[src/rtl/control_pkg.sv]
// Shared definitions for the LEGv8 multicycle sequencer:
// state and instruction-class encodings, opcode constants, ALUOp values.
package control_pkg;

  typedef enum logic [3:0] {
    ST_FETCH   = 4'd0,
    ST_DECODE  = 4'd1,
    ST_EXEC_R  = 4'd2,
    ST_ADDR    = 4'd3,
    ST_MEM_RD  = 4'd4,
    ST_MEM_WR  = 4'd5,
    ST_WB_R    = 4'd6,
    ST_WB_LD   = 4'd7,
    ST_BRANCH  = 4'd8,
    ST_JUMP    = 4'd9,
    ST_ILLEGAL = 4'd10
  } ctrl_state_t;

  typedef enum logic [2:0] {
    CLS_RTYPE = 3'd0,
    CLS_LOAD  = 3'd1,
    CLS_STORE = 3'd2,
    CLS_CBZ   = 3'd3,
    CLS_B     = 3'd4,
    CLS_ILL   = 3'd5
  } instr_class_t;

  // Exact-match opcodes, instruction bits [31:21]
  localparam logic [10:0] OP_ADD  = 11'h458;
  localparam logic [10:0] OP_SUB  = 11'h658;
  localparam logic [10:0] OP_AND  = 11'h450;
  localparam logic [10:0] OP_ORR  = 11'h550;
  localparam logic [10:0] OP_LDUR = 11'h7C2;
  localparam logic [10:0] OP_STUR = 11'h7C0;

  // Range-decoded opcodes: CBZ 0x5A0-0x5A7, B 0x0A0-0x0BF
  localparam logic [7:0]  OP_CBZ_PFX = 8'hB4;
  localparam logic [5:0]  OP_B_PFX   = 6'b000101;

  // Same values as the ALUOp_* macros used by the decode stage
  localparam logic [1:0] ALUOP_LDST  = 2'b00;
  localparam logic [1:0] ALUOP_CBZ   = 2'b01;
  localparam logic [1:0] ALUOP_RTYPE = 2'b10;

endpackage

[src/rtl/multicycle_control_if.sv]
// Control bundle between the multicycle sequencer and the datapath.
interface multicycle_control_if;
  logic [10:0] opcode;
  logic        zero;
  logic        mem_ready;
  logic        ir_write;
  logic        pc_write;
  logic        pc_src;
  logic        reg2_loc;
  logic        alu_src;
  logic [1:0]  alu_op;
  logic        mem_read;
  logic        mem_write;
  logic        mem_to_reg;
  logic        reg_write;
  logic        instr_done;
  logic        illegal;

  // Sequencer side: consumes IR/flags, drives the control set
  modport master (
    input  opcode, zero, mem_ready,
    output ir_write, pc_write, pc_src, reg2_loc, alu_src, alu_op,
           mem_read, mem_write, mem_to_reg, reg_write, instr_done, illegal
  );

  // Datapath side
  modport slave (
    output opcode, zero, mem_ready,
    input  ir_write, pc_write, pc_src, reg2_loc, alu_src, alu_op,
           mem_read, mem_write, mem_to_reg, reg_write, instr_done, illegal
  );
endinterface

[src/rtl/opcode_classify.sv]
// Combinational opcode-to-instruction-class decoder.
module opcode_classify
  import control_pkg::*;
(
  input  logic [10:0]  i_opcode,
  output instr_class_t o_class
);

  // Exact matches first, then the CBZ and B ranges by prefix
  always_comb begin
    o_class = CLS_ILL;
    if (i_opcode == OP_ADD || i_opcode == OP_SUB ||
        i_opcode == OP_AND || i_opcode == OP_ORR)
      o_class = CLS_RTYPE;
    else if (i_opcode == OP_LDUR)
      o_class = CLS_LOAD;
    else if (i_opcode == OP_STUR)
      o_class = CLS_STORE;
    else if (i_opcode[10:3] == OP_CBZ_PFX)
      o_class = CLS_CBZ;
    else if (i_opcode[10:5] == OP_B_PFX)
      o_class = CLS_B;
  end

endmodule

[src/rtl/multicycle_control.sv]
// LEGv8 multicycle sequencer: steps each instruction through
// fetch/decode/execute/memory/writeback and drives datapath enables.
module multicycle_control
  import control_pkg::*;
(
  input  logic                 clk,
  input  logic                 rst_n,
  multicycle_control_if.master bus
);

  ctrl_state_t  r_state;
  instr_class_t r_class;
  instr_class_t w_class;

  logic       w_ir_write;
  logic       w_pc_write;
  logic       w_pc_src;
  logic       w_reg2_loc;
  logic       w_alu_src;
  logic [1:0] w_alu_op;
  logic       w_mem_read;
  logic       w_mem_write;
  logic       w_mem_to_reg;
  logic       w_reg_write;
  logic       w_instr_done;
  logic       w_illegal;

  opcode_classify u_classify (
    .i_opcode (bus.opcode),
    .o_class  (w_class)
  );

  // State register; the class is captured on leaving DECODE so later IR changes are ignored
  always_ff @(posedge clk) begin
    if (!rst_n) begin
      r_state <= ST_FETCH;
      r_class <= CLS_RTYPE;
    end else begin
      case (r_state)
        ST_FETCH:  r_state <= ST_DECODE;
        ST_DECODE: begin
          r_class <= w_class;
          case (w_class)
            CLS_RTYPE: r_state <= ST_EXEC_R;
            CLS_LOAD,
            CLS_STORE: r_state <= ST_ADDR;
            CLS_CBZ:   r_state <= ST_BRANCH;
            CLS_B:     r_state <= ST_JUMP;
            default:   r_state <= ST_ILLEGAL;
          endcase
        end
        ST_EXEC_R: r_state <= ST_WB_R;
        ST_ADDR:   r_state <= (r_class == CLS_STORE) ? ST_MEM_WR : ST_MEM_RD;
        ST_MEM_RD: if (bus.mem_ready) r_state <= ST_WB_LD;
        ST_MEM_WR: if (bus.mem_ready) r_state <= ST_FETCH;
        ST_WB_R,
        ST_WB_LD,
        ST_BRANCH,
        ST_JUMP:   r_state <= ST_FETCH;
        ST_ILLEGAL: r_state <= ST_ILLEGAL;
        default:   r_state <= ST_FETCH;
      endcase
    end
  end

  // Per-state control decode; reset gates every output low, which also drops in-flight strobes
  always_comb begin
    w_ir_write   = 1'b0;
    w_pc_write   = 1'b0;
    w_pc_src     = 1'b0;
    w_reg2_loc   = 1'b0;
    w_alu_src    = 1'b0;
    w_alu_op     = ALUOP_LDST;
    w_mem_read   = 1'b0;
    w_mem_write  = 1'b0;
    w_mem_to_reg = 1'b0;
    w_reg_write  = 1'b0;
    w_instr_done = 1'b0;
    w_illegal    = 1'b0;
    if (rst_n) begin
      case (r_state)
        ST_FETCH:  w_ir_write = 1'b1;
        ST_DECODE: w_reg2_loc = (w_class == CLS_STORE) || (w_class == CLS_CBZ);
        ST_EXEC_R: w_alu_op = ALUOP_RTYPE;
        ST_ADDR: begin
          w_alu_src  = 1'b1;
          w_alu_op   = ALUOP_LDST;
          w_reg2_loc = (r_class == CLS_STORE);
        end
        ST_MEM_RD: begin
          w_alu_src  = 1'b1;
          w_mem_read = 1'b1;
        end
        ST_MEM_WR: begin
          w_alu_src    = 1'b1;
          w_reg2_loc   = 1'b1;
          w_mem_write  = 1'b1;
          w_pc_write   = bus.mem_ready;
          w_instr_done = bus.mem_ready;
        end
        ST_WB_R: begin
          w_alu_op     = ALUOP_RTYPE;
          w_reg_write  = 1'b1;
          w_pc_write   = 1'b1;
          w_instr_done = 1'b1;
        end
        ST_WB_LD: begin
          w_mem_to_reg = 1'b1;
          w_reg_write  = 1'b1;
          w_pc_write   = 1'b1;
          w_instr_done = 1'b1;
        end
        ST_BRANCH: begin
          w_reg2_loc   = 1'b1;
          w_alu_op     = ALUOP_CBZ;
          w_pc_write   = 1'b1;
          w_pc_src     = bus.zero;
          w_instr_done = 1'b1;
        end
        ST_JUMP: begin
          w_pc_write   = 1'b1;
          w_pc_src     = 1'b1;
          w_instr_done = 1'b1;
        end
        ST_ILLEGAL: w_illegal = 1'b1;
        default: ;
      endcase
    end
  end

  assign bus.ir_write   = w_ir_write;
  assign bus.pc_write   = w_pc_write;
  assign bus.pc_src     = w_pc_src;
  assign bus.reg2_loc   = w_reg2_loc;
  assign bus.alu_src    = w_alu_src;
  assign bus.alu_op     = w_alu_op;
  assign bus.mem_read   = w_mem_read;
  assign bus.mem_write  = w_mem_write;
  assign bus.mem_to_reg = w_mem_to_reg;
  assign bus.reg_write  = w_reg_write;
  assign bus.instr_done = w_instr_done;
  assign bus.illegal    = w_illegal;

endmodule

[src/flat_wrapper.sv]
// flat-port wrapper written by rule: the top's interface ports become plain ports
module multicycle_control_flat import control_pkg::*;
  (clk, rst_n, bus_opcode, bus_zero, bus_mem_ready, bus_ir_write, bus_pc_write, bus_pc_src, bus_reg2_loc, bus_alu_src, bus_alu_op, bus_mem_read, bus_mem_write, bus_mem_to_reg, bus_reg_write, bus_instr_done, bus_illegal);
  multicycle_control_if bus_i ();
  input  logic clk;
  input  logic rst_n;
  input wire logic [$bits(bus_i.opcode)-1:0] bus_opcode;
  input wire logic [$bits(bus_i.zero)-1:0] bus_zero;
  input wire logic [$bits(bus_i.mem_ready)-1:0] bus_mem_ready;
  output wire logic [$bits(bus_i.ir_write)-1:0] bus_ir_write;
  output wire logic [$bits(bus_i.pc_write)-1:0] bus_pc_write;
  output wire logic [$bits(bus_i.pc_src)-1:0] bus_pc_src;
  output wire logic [$bits(bus_i.reg2_loc)-1:0] bus_reg2_loc;
  output wire logic [$bits(bus_i.alu_src)-1:0] bus_alu_src;
  output wire logic [$bits(bus_i.alu_op)-1:0] bus_alu_op;
  output wire logic [$bits(bus_i.mem_read)-1:0] bus_mem_read;
  output wire logic [$bits(bus_i.mem_write)-1:0] bus_mem_write;
  output wire logic [$bits(bus_i.mem_to_reg)-1:0] bus_mem_to_reg;
  output wire logic [$bits(bus_i.reg_write)-1:0] bus_reg_write;
  output wire logic [$bits(bus_i.instr_done)-1:0] bus_instr_done;
  output wire logic [$bits(bus_i.illegal)-1:0] bus_illegal;
  assign bus_i.opcode = bus_opcode;
  assign bus_i.zero = bus_zero;
  assign bus_i.mem_ready = bus_mem_ready;
  assign bus_ir_write = bus_i.ir_write;
  assign bus_pc_write = bus_i.pc_write;
  assign bus_pc_src = bus_i.pc_src;
  assign bus_reg2_loc = bus_i.reg2_loc;
  assign bus_alu_src = bus_i.alu_src;
  assign bus_alu_op = bus_i.alu_op;
  assign bus_mem_read = bus_i.mem_read;
  assign bus_mem_write = bus_i.mem_write;
  assign bus_mem_to_reg = bus_i.mem_to_reg;
  assign bus_reg_write = bus_i.reg_write;
  assign bus_instr_done = bus_i.instr_done;
  assign bus_illegal = bus_i.illegal;
  multicycle_control u_core (.clk(clk), .rst_n(rst_n), .bus(bus_i));
endmodule
[config.mk]
export PLATFORM = sky130hd
export DESIGN_NAME = multicycle_control_flat
export DESIGN_NICKNAME = d
export VERILOG_FILES = /design/src/rtl/control_pkg.sv /design/src/rtl/multicycle_control_if.sv /design/src/rtl/opcode_classify.sv /design/src/rtl/multicycle_control.sv /design/src/flat_wrapper.sv
export SDC_FILE = /design/constraint.sdc
export NUM_CORES = 1
export LEC_CHECK = 0
export BUFFER_PORTS_ARGS = -buffer_cell sky130_fd_sc_hd__buf_2
export CORE_UTILIZATION = 45
export DETAILED_ROUTE_END_ITERATION = 8
export PLACE_DENSITY = 0.8
export REMOVE_ABC_BUFFERS = 1
export SYNTH_ARGS = -nofsm -noshare
export SYNTH_HDL_FRONTEND = slang
export SYNTH_SLANG_ARGS = --single-unit
export TNS_END_PERCENT = 1
[constraint.sdc]
create_clock -name clk -period 2.8 [get_ports clk]
set_clock_uncertainty 0.05 [all_clocks]
set_input_delay 0.84 -clock clk [delete_from_list [all_inputs] [get_ports clk]]
set_output_delay 0.84 -clock clk [all_outputs]
set_load 0.01 [all_outputs]
Word-level counts from Yosys, hierarchy flattened

Cells that the tools add are included.

Input port bits: 15
Bits in latches: 0
Flip-flop bits (word level): 7
Logic and storage cells: 72
Output and inout bits: 13
Memories: 0
Bits in read-only memories: 0
RAM bits: 0

Order comparisons: 0
Eq/ne operators: 25
Reduce and logical (&&, ||, !) cells: 13
Add/subtract/negate cells: 0
Div/mod/pow operators: 0
Shift operators: 0
$mul: 0
Bitwise operators: 0
Mux-type cells: 32

Operators by type and width:

| cell                   | count |
|---|---|
| $eq A11 B11 Y1 const B | 6 |
| $pmux W4 S7            | 1 |
| $mux W1                | 19 |
| $eq A4 B3 Y1 const B   | 4 |
| $pmux W4 S4            | 1 |
| $eq A4 B4 Y1 const B   | 3 |
| $mux W3                | 4 |
| $eq A3 B2 Y1 const B   | 3 |
| $eq A4 B2 Y1 const B   | 2 |
| $eq A8 B8 Y1 const B   | 1 |
| $mux W4                | 2 |
| $reduce_or A2 Y1       | 4 |
| $eq A6 B3 Y1 const B   | 1 |
| $eq A4 B1 Y1 const B   | 1 |
| $logic_not A4 Y1       | 1 |
| $logic_or A1 B1 Y1     | 4 |
| $ne A2 B2 Y1 const B   | 2 |
| $pmux W1 S2            | 2 |
| $pmux W2 S2            | 1 |
| $reduce_or A4 Y1       | 1 |
| $eq A3 B1 Y1 const B   | 1 |
| $eq A3 B3 Y1 const B   | 1 |
| $logic_not A3 Y1       | 1 |
| $pmux W1 S3            | 1 |
| other kinds (3)        | 3 |

Logic depth before layout (Yosys ltp)

Depth after elaboration: 10
Depth in mapped cells: 6
Mapped depth without buffers: 5

Cells and area by module

From an unflattened synthesis, not the netlist that was laid out.

Cells, all modules: 99
Area, all modules: 729.4 um^2

By module, submodules not included:

| module             | times used | area an instance (um^2) | sequential area each (um^2) | cells each |
|---|---|---|---|---|
| multicycle_control | 1          | 591.8                   | 140.1                       | 83 |
| opcode_classify    | 1          | 137.6                   | 0.0                         | 16 |

Least setup slack after synthesis

OpenSTA, ideal clock, no wires.

Path type: input to output
Start point: input port bus_opcode[5]
End point: output port bus_reg2_loc
Data required time: 1910 ps
Path buffers: 0
Data arrival time: 1883 ps
Setup slack: 27 ps
Stages: 5
Cell sequence: nor4b_4 > nand4_1 > o21ai_0 > nand2_1 > a21boi_1

Cells in the longest elaborated chain, start to end: 10
Elaborated cells on any way between the ends: 21
Those cells by class: 10 x eq/ne; 7 x mux; 4 x reduce/logical

RTL lines:

| element              | line                     | source |
|---|---|---|
| from (decl)          | flat_wrapper.sv:7        | `input wire logic [$bits(bus_i.opcode)-1:0] bus_opcode;` |
| $eq A6 B3 Y1         | opcode_classify.sv:21    | `else if (i_opcode[10:5] == OP_B_PFX)` |
| $mux W1              | opcode_classify.sv:21    |  |
| $mux W3              | opcode_classify.sv:19    | `else if (i_opcode[10:3] == OP_CBZ_PFX)` |
| $mux W3              | opcode_classify.sv:17    | `else if (i_opcode == OP_STUR)` |
| $mux W3              | opcode_classify.sv:15    | `else if (i_opcode == OP_LDUR)` |
| $mux W3 *            | opcode_classify.sv:12    | `if (i_opcode == OP_ADD \|\| i_opcode == OP_SUB \|\|` |
| $eq A3 B2 Y1         | multicycle_control.sv:83 | `ST_DECODE: w_reg2_loc = (w_class == CLS_STORE) \|\| (w_class == CLS_CBZ);` |
| $logic_or A1 B1 Y1 * | multicycle_control.sv:83 |  |
| $pmux W1 S3 *        | multicycle_control.sv:81 | `case (r_state)` |
| $mux W1 *            | multicycle_control.sv:80 | `if (rst_n) begin` |
| to (decl)            | flat_wrapper.sv:13       | `output wire logic [$bits(bus_i.reg2_loc)-1:0] bus_reg2_loc;` |

Every way passes the cells marked *; elsewhere a longest branch is shown, timed or not.

Worst setup path in the final report

Start point: input port bus_opcode[2]
End point: output port bus_reg2_loc

Cells in the longest elaborated chain, start to end: 9
Elaborated cells on any way between the ends: 17
Those cells by class: 8 x eq/ne; 5 x mux; 4 x reduce/logical

RTL lines:

| element                          | line                     | source |
|---|---|---|
| $eq A11 B11 Y1                   | opcode_classify.sv:12    |  |
| $logic_or A1 B1 Y1 (2 in series) | opcode_classify.sv:12    |  |
| $logic_or A1 B1 Y1               | opcode_classify.sv:13    | `i_opcode == OP_AND \|\| i_opcode == OP_ORR)` |
| $mux W3 *                        | opcode_classify.sv:12    |  |
| $eq A3 B2 Y1                     | multicycle_control.sv:83 |  |
| $logic_or A1 B1 Y1 *             | multicycle_control.sv:83 |  |
| $pmux W1 S3 *                    | multicycle_control.sv:81 |  |
| $mux W1 *                        | multicycle_control.sv:80 |  |

Marks and branches as above.

==> results.txt <==
The run finished with clean final reports. The total number of yosys warnings is 0. The number of placement rows is 13. Setup repair after global routing could not meet its margin everywhere.

The critical path in this run is classified as in2out. The placement-stage worst setup slack is -93.53 ps. The worst path in the final design needs a cycle of 2784 ps, including I/O delays and setup. The horizontal die dimension came out at 39.25 um. The leakage power summed over all cells came out at 0.4189 nW.

The number of DRC markers after the initial detailed-route iteration is 40. Measured in cells, the most critical reg-to-reg path has a length of 6. The design draws 0.6020 mW. The clock drives 7 sinks.

For this design, the CTS-stage hold fixing added 0 buffers. The number of design rule violations left after detail routing is 0. The via count of the first global-routing pass is 601. The number of routed nets with antenna violations came out at 0. For the worst setup path, the data arrival time is 1890 ps. The count of pins over their slew limit is 0. At the pin with the least slew margin, the transition time is 418.7 ps. The final weighted congestion in routability-driven placement is 0.8990. The critical path endpoint is bus_reg2_loc. TritonCTS built the clock tree. Clock-pin slew was measured on the worst setup and hold paths at 50 ps. The final core utilization came out at 0.6923. Of the total power, the share spent switching nets is 0.4155.

The class of the tightest hold or removal check is reg2reg. Of the available clock period, the critical path in the final layout requires 0.9943. Cell internal power was estimated by the tool at 0.3519 mW. The share of total power dissipated in the clock network is 0.143. The number of clock buffers inserted by TritonCTS came out at 3.

Relative to the synthesized area, the layout overhead comes to 44.29%. The count of vias placed by the detailed router came out at 754. 28 I/O pins were placed. The number of levels the H-tree was split into is 1. The final standard cell area without fillers is 900.9 um^2.

The launching element type of the critical path is an input pin. The slack of the worst reg-to-reg path is 1160 ps. The aggregate routed wire length came out at 1662 um.

The area of placed instances is 828.3 um^2. In the layout the commonest cells are sky130_fd_sc_hd__buf_2, sky130_fd_sc_hd__nor2_1, sky130_fd_sc_hd__buf_4. The final number of setup-violating endpoints came out at 0. The post-layout worst setup margin is 15.87 ps. The synthesized area came out at 624.3 um^2. The first global-routing pass estimated 2518 um of wire.

The total overflow left after global routing is 0. The flip-flop and latch count after synthesis came out at 7. The timing-limited maximum frequency came out at 359.2 MHz. The cell count after synthesis is 83. The endpoint identified for the worst register-to-register timing path is u_core.r_class[2]$_SDFFE_PN0P_. The portion of the post-synthesis area used by sequential elements came out at 0.2244. The floorplan die area is 1541 um^2. The highest ir drop seen on vdd is 0.4420 mV.

The startpoint identified for the worst register-to-register timing path is u_core.r_state[1]$_SDFFE_PN0P_. In the final layout, the share of cells above drive strength 1 is 0.4463. The fill cell total of the finished layout came out at 114. The overall fraction of global-route tracks in use came out at 0.2429. The number of buffers between clock root and the deepest sink is 2. In this run the clock root is driven by a sky130_fd_sc_hd__clkbuf_4. The start point of the critical path is bus_opcode[2].

The power per cell area came out at 668.3 nW/um^2. The library cell used most frequently in the layout, excluding fill and tap cells, is sky130_fd_sc_hd__buf_2. The maximum number of pins on one net before global-route repair is 13.

The average wire per cell in the routed design came out at 12.22 um. The net switching power figure is 0.2501 mW. STA classifies the critical path endpoint as an output port. The count of unique library cells instantiated by Yosys came out at 37. The hold path startpoint is u_core.r_class[0]$_SDFFE_PN0P_.

The number of antenna violations at the first check in global routing is 0. The clock network latency to the later pin of the worst-skew pair is 240 ps. The biggest fanout along the worst timing path came out at 2. The final hold violation count is 0. 0 antenna diodes ended up in the layout. The headroom to the max-slew limit is 0.7205. For this configuration, the core starts out at a cell density of 0.4798. In this run the vertical extent of the chip is 39.25 um.

The sequential share of power came out at 0.324. Of the total power, combinational logic draws 0.533. The number of nets in the finished design is 137. Data on the critical path is required at its endpoint by 1910 ps. The first-pass iteration count of the detailed router is 4. The total half-perimeter wirelength after legalization and detailed placement came out at 1266 um.

Each instance of the synthesized netlist takes up on average 7.522 um^2. Dividing the detail-routed via count by the number of cells gives 5.544. The region available for standard cell placement spans 1301 um^2.

The tool flagged a number of max-cap violations equal to 0. The number of port buffers is 27.
[cell families (layout without fill, tap and decap cells)]
kind of cell | Yosys count | count (layout) | synth area share
AND/OR/NAND/NOR | 48 | 48 | 0.4449
flip-flops | 7 | 7 | 0.2244
multiplexers | 3 | 3 | 0.05010
AO/OA/AOI/OAI | 20 | 20 | 0.2405
buffers and inverters | 5 | 43 | 0.04009
[synthesized netlist by cell type]
| library cell | n | area share |
|---|---|---|
| sky130_fd_sc_hd__o32ai_1 | 1 | 0.014 |
| sky130_fd_sc_hd__nand2b_2 | 2 | 0.028 |
| sky130_fd_sc_hd__o22ai_1 | 1 | 0.010 |
| sky130_fd_sc_hd__mux2_2 | 1 | 0.018 |
| sky130_fd_sc_hd__nand3_1 | 1 | 0.0080 |
| sky130_fd_sc_hd__and2_1 | 2 | 0.020 |
| sky130_fd_sc_hd__nand2b_1 | 4 | 0.040 |
| sky130_fd_sc_hd__a21o_1 | 1 | 0.012 |
| sky130_fd_sc_hd__a2bb2oi_1 | 1 | 0.014 |
| sky130_fd_sc_hd__o21a_1 | 1 | 0.012 |
| sky130_fd_sc_hd__nand4_1 | 1 | 0.010 |
| sky130_fd_sc_hd__o21ai_1 | 1 | 0.0080 |
| sky130_fd_sc_hd__a31oi_4 | 1 | 0.034 |
| sky130_fd_sc_hd__a32oi_1 | 1 | 0.014 |
| sky130_fd_sc_hd__nor4b_4 | 1 | 0.038 |
| sky130_fd_sc_hd__nor2_1 | 16 | 0.096 |
| sky130_fd_sc_hd__nor4_1 | 2 | 0.020 |
| sky130_fd_sc_hd__a21o_2 | 1 | 0.014 |
| sky130_fd_sc_hd__nor4bb_1 | 1 | 0.016 |
| sky130_fd_sc_hd__nor4b_1 | 1 | 0.014 |
| sky130_fd_sc_hd__nand3b_1 | 1 | 0.012 |
| sky130_fd_sc_hd__a22oi_1 | 2 | 0.024 |
| sky130_fd_sc_hd__o21ai_0 | 1 | 0.0080 |
| sky130_fd_sc_hd__dfxtp_1 | 7 | 0.22 |
| sky130_fd_sc_hd__mux2i_1 | 2 | 0.032 |
| sky130_fd_sc_hd__o22a_2 | 1 | 0.016 |
| sky130_fd_sc_hd__nor3b_1 | 1 | 0.012 |
| sky130_fd_sc_hd__nor2b_1 | 4 | 0.040 |
| sky130_fd_sc_hd__buf_2 | 2 | 0.016 |
| sky130_fd_sc_hd__nand2_1 | 6 | 0.036 |
| sky130_fd_sc_hd__or3_4 | 1 | 0.018 |
| sky130_fd_sc_hd__a21boi_1 | 1 | 0.012 |
| sky130_fd_sc_hd__a21oi_1 | 6 | 0.048 |
| sky130_fd_sc_hd__clkbuf_1 | 2 | 0.012 |
| sky130_fd_sc_hd__buf_4 | 1 | 0.012 |
| sky130_fd_sc_hd__and3_1 | 2 | 0.020 |
| sky130_fd_sc_hd__nor3_1 | 2 | 0.016 |
[metal layers]
metal	up-vias	wire, um	GRT usage	share of wire
met1	348	711	0.3125	0.43
li1	378	-	-	-
met2	26	856	0.3875	0.52
met4	0	12	0.1293	0.0072
met3	2	82	0.03409	0.049
met5	-	0	0	0
[metrics by stage]
stage / TNS [ps] / hold WS [ps] / cells
after floorplan: 0 / 440.6 / 78
after global placement: -76.15 / 461.1 / 130
after detailed placement: -93.53 / 465.3 / 130
after CTS: 0 / 480.7 / 135
after global routing: -36.10 / 538.5 / 136
final: 0 / 471.9 / 136
[worst max-delay path, stage by stage]
cell	delay, ps
sky130_fd_sc_hd__buf_2	110
sky130_fd_sc_hd__nor4b_4	260
sky130_fd_sc_hd__nand4_1	180
sky130_fd_sc_hd__o21ai_2	180
sky130_fd_sc_hd__nand2_1	70
sky130_fd_sc_hd__a21boi_1	120
sky130_fd_sc_hd__buf_2	140
[cell type report]
cell class                      count  area, um^2  share of cell area
Clock buffer                        4       26.28             0.02917
Multi-Input combinational cell     71       483.0              0.5361
Sequential cell                     7       141.4              0.1569
Tap cell                           15       18.77             0.02083
Timing Repair Buffer               39       231.5              0.2569
[how the worst min path moves through the flow]
stage,end,depth (start not counted)
3_3_place_gp,u_core.r_class[0]$_SDFFE_PN0P_,2
6_report,u_core.r_class[0]$_SDFFE_PN0P_,2
2_1_floorplan,u_core.r_class[0]$_SDFFE_PN0P_,2
3_5_place_dp,u_core.r_class[0]$_SDFFE_PN0P_,2
4_1_cts,u_core.r_class[0]$_SDFFE_PN0P_,2
5_1_grt,u_core.r_class[0]$_SDFFE_PN0P_,2
[power groups by stage]
stage / registers (mW) / logic (mW) / clock network, mW
floorplan: 0.179 / 0.224 / 0
global route: 0.201 / 0.358 / 0.0970
detailed placement: 0.194 / 0.315 / 0
global placement: 0.193 / 0.309 / 0
CTS: 0.192 / 0.319 / 0.0927
finish: 0.195 / 0.321 / 0.0858
[registers in the layout (all words and copies together), names as in the netlist]
signal          flops
u_core.r_class      3
u_core.r_state      4
[what timing repair did]
action | CTS | global route
pin swaps | 2 | 3
gates resized for setup | 5 | 2
setup endpoints to repair | 1 | 1
buffers inserted | 1 | 1
hold endpoints to repair | 0 | 0
Power figures use the tool's default switching activity.
